[config.mk]
export PLATFORM = sky130hd
export DESIGN_NAME = calc_entry_unit
export DESIGN_NICKNAME = d
export VERILOG_FILES = /design/src/rtl/calc_entry_unit.sv
export SDC_FILE = /design/constraint.sdc
export NUM_CORES = 1
export LEC_CHECK = 0
export CORE_MARGIN = 2
export CORE_UTILIZATION = 64
export CTS_BUF_LIST = sky130_fd_sc_hd__clkbuf_8
export DETAILED_ROUTE_END_ITERATION = 6
export GPL_ROUTABILITY_DRIVEN = 0
export PLACE_DENSITY = 0.92
export SLEW_MARGIN = 20
export SYNTH_ARGS = -nofsm -noshare
export SYNTH_HDL_FRONTEND = slang
export SYNTH_SLANG_ARGS = --single-unit
[constraint.sdc]
create_clock -name CLK -period 5.18 [get_ports CLK]
set_input_delay 0.777 -clock CLK [delete_from_list [all_inputs] [get_ports CLK]]
set_output_delay 0.777 -clock CLK [all_outputs]
set_load 0.005 [all_outputs]
[src/rtl/calc_entry_unit.sv]
`timescale 1ns / 1ps
`default_nettype none
// ============================================================================
// Module      : calc_entry_unit
// Description : Operand-entry front end of the 8-bit add/subtract calculator.
//               Synchronizes and debounces ENTER, steps A -> B/OP -> compute
//               -> show, and presents a registered two's-complement RESULT.
// Revision    : 1.0 - initial release
// ============================================================================
module calc_entry_unit #(
    parameter int DB_CYCLES = 250000
) (
    input  logic       CLK,
    input  logic       RESET,
    input  logic [7:0] SW,
    input  logic       OP,
    input  logic       ENTER,
    output logic [7:0] RESULT,
    output logic       OVF,
    output logic       VALID,
    output logic [1:0] STATE
);

    localparam int                 c_CNT_W   = (DB_CYCLES > 2) ? $clog2(DB_CYCLES) : 1;
    localparam logic [c_CNT_W-1:0] c_CNT_MAX = c_CNT_W'(DB_CYCLES - 1);
    localparam logic [c_CNT_W-1:0] c_CNT_ONE = c_CNT_W'(1);

    typedef enum logic [1:0] {
        S_A    = 2'd0,
        S_B    = 2'd1,
        S_CALC = 2'd2,
        S_SHOW = 2'd3
    } state_t;

    // ENTER conditioning
    logic               r_sync1;
    logic               r_sync2;
    logic               r_stable;
    logic [c_CNT_W-1:0] r_db_cnt;
    logic               r_press;

    // Datapath / FSM state
    state_t     r_state;
    logic [7:0] r_a;
    logic [7:0] r_b;
    logic       r_op;
    logic [7:0] r_result;
    logic       r_ovf;
    logic       r_valid;

    state_t     w_state_nxt;
    logic [7:0] w_a_nxt;
    logic [7:0] w_b_nxt;
    logic       w_op_nxt;
    logic [7:0] w_result_nxt;
    logic       w_ovf_nxt;
    logic       w_valid_nxt;

    logic [7:0] w_sum;
    logic [7:0] w_diff;
    logic [7:0] w_calc;
    logic       w_calc_ovf;

    // Synchronize ENTER, accept a level only after DB_CYCLES stable cycles, and
    // pulse press in the cycle right after the accepted level goes high.
    always_ff @(posedge CLK) begin
        if (RESET) begin
            r_sync1  <= 1'b0;
            r_sync2  <= 1'b0;
            r_stable <= 1'b0;
            r_db_cnt <= '0;
            r_press  <= 1'b0;
        end else begin
            r_sync1 <= ENTER;
            r_sync2 <= r_sync1;
            r_press <= 1'b0;
            if (r_sync2 != r_stable) begin
                if (r_db_cnt == c_CNT_MAX) begin
                    r_stable <= r_sync2;
                    r_db_cnt <= '0;
                    r_press  <= r_sync2;
                end else begin
                    r_db_cnt <= r_db_cnt + c_CNT_ONE;
                end
            end else begin
                r_db_cnt <= '0;
            end
        end
    end

    // 8-bit wrap-around arithmetic and signed overflow for the latched operands
    always_comb begin
        w_sum  = r_a + r_b;
        w_diff = r_a - r_b;
        w_calc = r_op ? w_diff : w_sum;
        if (r_op) begin
            w_calc_ovf = (r_a[7] != r_b[7]) && (w_calc[7] != r_a[7]);
        end else begin
            w_calc_ovf = (r_a[7] == r_b[7]) && (w_calc[7] != r_a[7]);
        end
    end

    // FSM state and datapath registers
    always_ff @(posedge CLK) begin
        if (RESET) begin
            r_state  <= S_A;
            r_a      <= 8'h00;
            r_b      <= 8'h00;
            r_op     <= 1'b0;
            r_result <= 8'h00;
            r_ovf    <= 1'b0;
            r_valid  <= 1'b0;
        end else begin
            r_state  <= w_state_nxt;
            r_a      <= w_a_nxt;
            r_b      <= w_b_nxt;
            r_op     <= w_op_nxt;
            r_result <= w_result_nxt;
            r_ovf    <= w_ovf_nxt;
            r_valid  <= w_valid_nxt;
        end
    end

    // Next-state and next-output decode; everything holds unless a state says otherwise
    always_comb begin
        w_state_nxt  = r_state;
        w_a_nxt      = r_a;
        w_b_nxt      = r_b;
        w_op_nxt     = r_op;
        w_result_nxt = r_result;
        w_ovf_nxt    = r_ovf;
        w_valid_nxt  = r_valid;
        case (r_state)
            S_A: begin
                w_result_nxt = SW;
                if (r_press) begin
                    w_a_nxt     = SW;
                    w_state_nxt = S_B;
                end
            end
            S_B: begin
                w_result_nxt = SW;
                if (r_press) begin
                    w_b_nxt     = SW;
                    w_op_nxt    = OP;
                    w_state_nxt = S_CALC;
                end
            end
            S_CALC: begin
                // A press landing here is intentionally dropped.
                w_result_nxt = w_calc;
                w_ovf_nxt    = w_calc_ovf;
                w_valid_nxt  = 1'b1;
                w_state_nxt  = S_SHOW;
            end
            S_SHOW: begin
                if (r_press) begin
                    w_ovf_nxt   = 1'b0;
                    w_valid_nxt = 1'b0;
                    w_state_nxt = S_A;
                end
            end
            default: begin
                w_state_nxt = S_A;
            end
        endcase
    end

    assign RESULT = r_result;
    assign OVF    = r_ovf;
    assign VALID  = r_valid;
    assign STATE  = r_state;

endmodule
`default_nettype wire

==> metrics.md, run 1 <==
| Metric | Value |
|---|---|
| Outcome | complete, no violations |
| Tmin final | 2.59 ns |
| Root Driver | clkbuf_8 |
| Leakage power figure | 1.06 nW |
| Mux share of post-synthesis cell area | 0.0154 |
| Max-Slew Margin vs Limit | 0.449 |
| Final core occ | 0.745 |
| Post-synthesis adder-cell area fraction | 0.0800 |
| Die W | 67.7 µm |
| IO Pins | 24 |
| Post-Syn Instances | 305 |
| Grt total ovfl | 0 |
| Pin count of the biggest net entering global routing | 33 |
| Post-synthesis simple-gate area fraction | 0.232 |
| Distinct cells, synth | 43 |
| PnR Total Power | 0.755 mW |
| Setup violations, final | 0 |
| Slew Limit Fails | 0 |
| Via Count | between 2000 and 2500 |
| CP Capture Type | flop |
| Critical path buffers and inverters | 1 |
| H-tree lvl count | 2 |
| Layout Nets | 351 |
| Layout area overhead | 13.1% |
| # Max-Cap Violations | 0 |
| Ys async rst share | 0 |
| Worst setup margin | 2.59 ns |
| Max VDD drop | 0.000194 V |
| Register bit total from synthesis | 51 |
| Crit path largest cell delay | 0.39 ns |
| Vias in the first global route | 1983 |
| Synthesized area per cell | 8.52 µm² |
| Die footprint | 4580 µm² |
| DP Wirelength | 3.90 mm |
| Dpl cell area | around 2800 µm² |
| Peak fanout along the critical path | 4 |
| Clk_lat worst skew | 0.30 ns |
| Core ar. | 3940 µm² |
| Hold buffer count at cts | 0 |
| Initial DRC count | just under 90 |
| Setup slack at placement | 2.60 ns |
| Ys Warns | 0 |
| Worst-Margin Slew | 0.825 ns |
| CTS Buffer Depth | 2 |
| Crit path required time | 5.39 ns |
| Routed len/inst | 14.6 µm |
| Via density per instance | 5.78 |
| Total track usage | 0.255 |
| DR pass1 iterations | 4 |
| FILL cells | 297 |
| Port bufs | 23 |
| Cts repair resizes | 0 |
| Layout Cell Area excl Fill | 2940 µm² |
| Ys flop type | dfxtp_1 |
| Hold/Removal Path Class | flop to flop |
| Commonest non-fill, non-tap cells in the layout | 51 x dfxtp_1, 34 x nor2_1, 29 x a21oi_1, 29 x nand2_1, 23 x clkdlybuf4s50_1 |
| Num CTS Buffers | 5 |
| Die Span Y | 67.7 µm |
| FP Rows | 23 |
| RSZ-0062 raised after global routing | false |
| CTS tree | yes |
| Mapped Area | ~2600 µm² |
| WL final | 5.48 mm |
| Post-synthesis compound-gate area fraction | 0.128 |
| Setup_tns | 0 ns |
| Startpoint Class | flop |
| Hold Fails Final Rpt | 0 |
| Post-synthesis xor/xnor area fraction | 0.109 |
| Max Clock Skew | 0.0110 ns |
| Critical setup path kind | flop to flop |
| Initial antenna violation count | 0 |
| WP data arrival | ~2.8 ns |
| Crit-path cells | inv_1 -> ha_1 -> a31oi_1 -> xnor2_1 -> ha_1 -> a21o_1 -> a31o_2 -> a31oi_1 -> xnor3_1 -> o41ai_2 |
| Syn Nets | 333 |
| Final period util | 0.501 |
| Post-synthesis sequential area ratio | 0.393 |
| Clock slew at reported path FFs | ~0.09 ns |
| Sink Count | 51 |
| EDFF count, synth | 0 |
| Fraction of layout cells with a size suffix above 1 | 0.0463 |
| Pwr/cell area | 257 nW/µm² |
| Slowest stage cell on the critical path | dfxtp_1 |
| Diode count | 0 |
| Largest family of logic cells by synthesized area | simple AND/OR/NAND/NOR gates |
| Post-DRT Antenna Nets | 0 |
| Maximum clock frequency | a little under 400 MHz |
| # DRC | 0 |
| First-pass GRT wire length | 8.80 mm |
| Crit-path leading delay family | compound AO/OA/AOI/OAI gates |
| Starting Density | 0.659 |
| Commonest non-fill, non-tap cell in the layout | dfxtp_1 |
| Setup bufs post-CTS | 0 |
-- final cells by class --
cell class	count	area [µm²]	area share
clock buffers	6	82.6	0.0281
clock inverters	2	12.5	0.00426
inverters	15	56.3	0.0192
multi-input cells	226	1470	0.499
flip-flops and latches	51	1020	0.348
well taps	50	62.6	0.0213
repair buffers	24	238	0.0809
-- registers in the layout, indices dropped and copies added, names as in the netlist --
register and count:
r_sync1 1, r_press 1, r_b 8, r_sync2 1
r_stable 1, OVF 1, VALID 1, r_a 8
r_op 1, r_db_cnt 18, RESULT 8, STATE 2
-- path summary, 6_finish.rpt --
path / startpoint / endpoint / slack, ns / depth (start not counted)
worst min-delay path: r_db_cnt[0] / r_db_cnt[0] / 0.45 / 1
worst max-delay path: r_b[0] / OVF / 2.59 / 10
worst min register to register: r_db_cnt[0] / r_db_cnt[0] / 0.45 / 1
worst max register to register: r_b[0] / OVF / 2.59 / 10
-- layer usage --
layer | global-route usage | wire, µm | vias up
met3 | 0.0433 | 239 | 8
met5 | 0 | 0 | -
met1 | 0.313 | 2320 | 1027
met4 | 0.0740 | 68 | 0
li1 | - | - | 1076
met2 | 0.453 | 2860 | 51
-- synthesized netlist by cell type (2+ instances only) --
cell type  count  share of area
xor2_1        15          0.051
dfxtp_1       51           0.39
nor3_1         8          0.015
a31oi_1        3         0.0072
nand2b_1       5          0.012
buf_2          2         0.0039
clkbuf_1       8          0.012
o311a_1        3          0.012
nor3b_1        2         0.0058
nand4_1        7          0.017
xor2_2         2          0.013
xnor2_1       11          0.037
nand3_1       22          0.042
and4_1         3          0.010
a211oi_1       3         0.0087
buf_1          2         0.0029
ha_1          15          0.072
mux2i_1        4          0.015
nor2b_1        4         0.0096
a21oi_1       29          0.056
nor2_1        34          0.049
inv_1         15          0.022
or3_1          2         0.0048
a21o_1         4          0.012
o21ai_0        2         0.0039
nand2_1       29          0.042
and3_1         4         0.0096
-- worst register-to-register path, delay by kind of cell, from the launching register on --
family                   cells  cell delay (ns)
AO/OA/AOI/OAI                5             1.12
adder cells (fa/ha/maj)      2             0.51
XOR/XNOR                     2             0.42
flip-flops                   1             0.39
buffers and inverters        1             0.06
-- kinds of logic after synthesis --
kind of cell    after synthesis
mux                           4
fa+ha+maj                    16
flops                        51
xor+xnor                     29
simple gates                125
buf+inv                      28
compound gates               52
-- power breakdown --
| group | switching (mW) | leakage, nW | internal, mW | total [mW] |
|---|---|---|---|---|
| Combinational | 0.0613 | 0.594 | 0.0467 | 0.108 |
| Clock | 0.127 | 0.0526 | 0.108 | 0.235 |
| Sequential | 0.00992 | 0.413 | 0.403 | 0.413 |
| Total | 0.198 | 1.06 | 0.557 | 0.755 |
-- stage by stage --
| step | cells | hold WS (ns) |
|---|---|---|
| 6_report | 374 | 0.451 |
| 5_1_grt | 374 | 0.462 |
| 3_3_place_gp | 366 | 0.421 |
| 4_1_cts | 374 | 0.452 |
| 3_5_place_dp | 366 | 0.433 |
| 2_1_floorplan | 305 | 0.413 |
No activity file was read; power rests on OpenSTA's default activity.
==> run 2: changes to the inputs <==
- CORE_UTILIZATION: 64 -> 59
- PLACE_DENSITY: 0.92 -> 0.86
- clock period: 5.18 -> 2.6 ns (I/O delays scaled with it)
==> run 2 against run 1 <==
Net effect:
- first-iteration DRC count is 4.5% higher
- non-clock buffer count is 2 higher
- hold slack better by 0.0022 ns
- largest cell class unchanged
- clock power grew to 2.8 times the previous value
- sequential share of layout area is 0.87 points lower
- sequential cell count stayed put
- utilization is 4.2 points lower
- critical path depth stayed put
- global-route usage is 3.0 points lower
==> metrics.md, run 2 (synthesis gave the netlist of run 1 again) <==
| Metric | Value |
|---|---|
| Outcome | complete, no violations (unchanged) |
| CTS tree | yes (unchanged) |
| CP dominant cell by count | ha_1 |
| Die W | 70.4 µm (was 67.7 µm) |
| Die Span Y | 70.4 µm (was 67.7 µm) |
| Hold buffer count at cts | 0 (unchanged) |
| Tmin final | 2.49 ns (was 2.59 ns) |
| FILL cells | 345 (was 297) |
| Final period util | 0.959 (was 0.501) |
| Crit-path cells | inv_1 -> ha_1 -> a31oi_2 -> xnor2_1 -> ha_1 -> a21o_1 -> a31o_2 -> a31oi_4 -> xnor3_1 -> o41ai_2 (was inv_1 -> ha_1 -> a31oi_1 -> xnor2_1 -> ha_1 -> a21o_1 -> a31o_2 -> a31oi_1 -> xnor3_1 -> o41ai_2) |
| H-tree lvl count | 2 (unchanged) |
| Vias in the first global route | 2082 (was 1983) |
| Clk_lat worst skew | 0.31 ns (was 0.30 ns) |
| WL final | 5.13 mm (was 5.48 mm) |
| Setup violations, final | 0 (unchanged) |
| Peak fanout along the critical path | 4 (unchanged) |
| Via Count | 2135 (was 2162) |
| Hold/Removal Path Class | flop to flop (unchanged) |
| Starting Density | 0.605 (was 0.659) |
| Crit path largest cell delay | 0.36 ns (was 0.39 ns) |
| Fraction of layout cells with a size suffix above 1 | 0.0675 (was 0.0463) |
| IO Pins | 24 (unchanged) |
| CTS Buffer Depth | 2 (unchanged) |
| # Max-Cap Violations | 0 (unchanged) |
| Diode count | 0 (unchanged) |
| DR pass1 iterations | 4 (unchanged) |
| Layout area overhead | 16.3% (was 13.1%) |
| Critical path buffers and inverters | 1 (unchanged) |
| Crit-path leading delay family | compound AO/OA/AOI/OAI gates (unchanged) |
| Total track usage | 0.225 (was 0.255) |
| Max VDD drop | 0.000459 V (was 0.000194 V) |
| Grt total ovfl | 0 (unchanged) |
| Via density per instance | 5.65 (was 5.78) |
| Max Clock Skew | 0.00897 ns (was 0.0110 ns) |
| Hold Fails Final Rpt | 0 (unchanged) |
| Number of flip-flops under the largest register name | 18 (unchanged) |
| Slowest stage cell on the critical path | dfxtp_2 (was dfxtp_1) |
| Slew Limit Fails | 0 (unchanged) |
| Layout Nets | 353 (was 351) |
| Num CTS Buffers | 5 (unchanged) |
| Sink Count | 51 (unchanged) |
| Commonest non-fill, non-tap cells in the layout | 49 x dfxtp_1, 34 x nor2_1, 29 x a21oi_1, 29 x nand2_1, 23 x clkdlybuf4s50_1 (was 51 x dfxtp_1, 34 x nor2_1, 29 x a21oi_1, 29 x nand2_1, 23 x clkdlybuf4s50_1) |
| Pin count of the biggest net entering global routing | 32 (was 33) |
| Worst-Margin Slew | 0.770 ns (was 0.825 ns) |
| Max-Slew Margin vs Limit | 0.486 (was 0.449) |
| Post-route insts no fill | 378 (was 374) |
| Initial antenna violation count | 0 (unchanged) |
| Post-DRT Antenna Nets | 0 (unchanged) |
| Leakage power figure | 1.08 nW (was 1.06 nW) |
| Clock slew at reported path FFs | 0.09 ns (about the same) |
| FP Rows | 24 (was 23) |
| Port bufs | 23 (unchanged) |
| Startpoint Class | flop (unchanged) |
| Core ar. | 4290 µm² (was 3940 µm²) |
| Most flop-heavy register | r_db_cnt (unchanged) |
| # DRC | 0 (unchanged) |
| Commonest non-fill, non-tap cell in the layout | dfxtp_1 (unchanged) |
| Initial DRC count | 92 (was 88) |
| CP Capture Type | flop (unchanged) |
| Routed len/inst | 13.6 µm (was 14.6 µm) |
| WP data arrival | 2.72 ns (was 2.80 ns) |
| Root Driver | clkbuf_8 (unchanged) |
| Pwr/cell area | 558 nW/µm² (was 257 nW/µm²) |
| Setup_tns | 0 ns (unchanged) |
| Placed Cells | 369 (was 366) |
| Critical setup path kind | flop to flop (unchanged) |
| Die footprint | 4950 µm² (was 4580 µm²) |
| DP Wirelength | 3.61 mm (was 3.90 mm) |
| Crit path required time | 2.83 ns (was 5.39 ns) |
| First-pass GRT wire length | 8.94 mm (was 8.80 mm) |
| RSZ-0062 raised after global routing | false (unchanged) |
| Maximum clock frequency | 401 MHz (was 385 MHz) |
==> run 2: changes by cell type in the layout (fill, tap and decap cells not counted), moves of 2 or more <==
cell / before / now
dfxtp_1: 51 / 49
bufinv_16: 0 / 2
dfxtp_2: 0 / 2
buf_4: 1 / 3
a31oi_1: 3 / 1
==> run 2: report_power, final <==
group          internal [mW]  switching, mW  total (mW)
Sequential             0.802         0.0200       0.822
Clock                  0.383          0.267       0.650
Combinational         0.0929          0.121       0.214
Total                   1.28          0.408        1.69
==> run 2: repair_timing <==
action / CTS / global route
buffers inserted: 0 / 1
gates resized for setup: 1 / 4
setup endpoints to repair: 1 / 1
pin swaps: 0 / 1
==> run 2: final timing paths <==
path / start / to / slack [ns] / cells past startpoint
min: r_sync1 / r_sync2 / 0.45 / 1
min reg2reg: r_sync1 / r_sync2 / 0.45 / 1
max reg2reg: r_b[0] / OVF / 0.11 / 10
max: r_b[0] / OVF / 0.11 / 10
==> run 2: metrics by stage <==
step	total power, mW	setup WS, ns	utilization	hold slack, ns	instance area (µm²)
detailed placement	1.05	0.0507	0.664	0.429	2850
floorplan	0.956	0.221	-	0.413	2600
CTS	1.70	0.0366	0.698	0.452	3000
global route	1.76	0.000415	0.703	0.476	3020
finish	1.69	0.105	0.703	0.453	3020
global placement	1.04	0.131	0.664	0.420	2850
==> run 2: layout make-up <==
| cell class | instances | area [µm²] | area share |
|---|---|---|---|
| multi-input combinational | 226 | 1490 | 0.492 |
| clock inverter | 3 | 67.6 | 0.0224 |
| timing repair buffer | 26 | 253 | 0.0837 |
| clock buffer | 5 | 68.8 | 0.0228 |
| tap | 52 | 65.1 | 0.0215 |
| sequential | 51 | 1020 | 0.339 |
| inverter | 15 | 56.3 | 0.0186 |
==> run 2: per-layer routing <==
metal,vias to the layer above,part of all wire,track usage
met5,-,0,0
met4,0,0.015,0.0897
met3,7,0.036,0.0462
met2,44,0.50,0.404
met1,1002,0.45,0.258
li1,1082,-,-
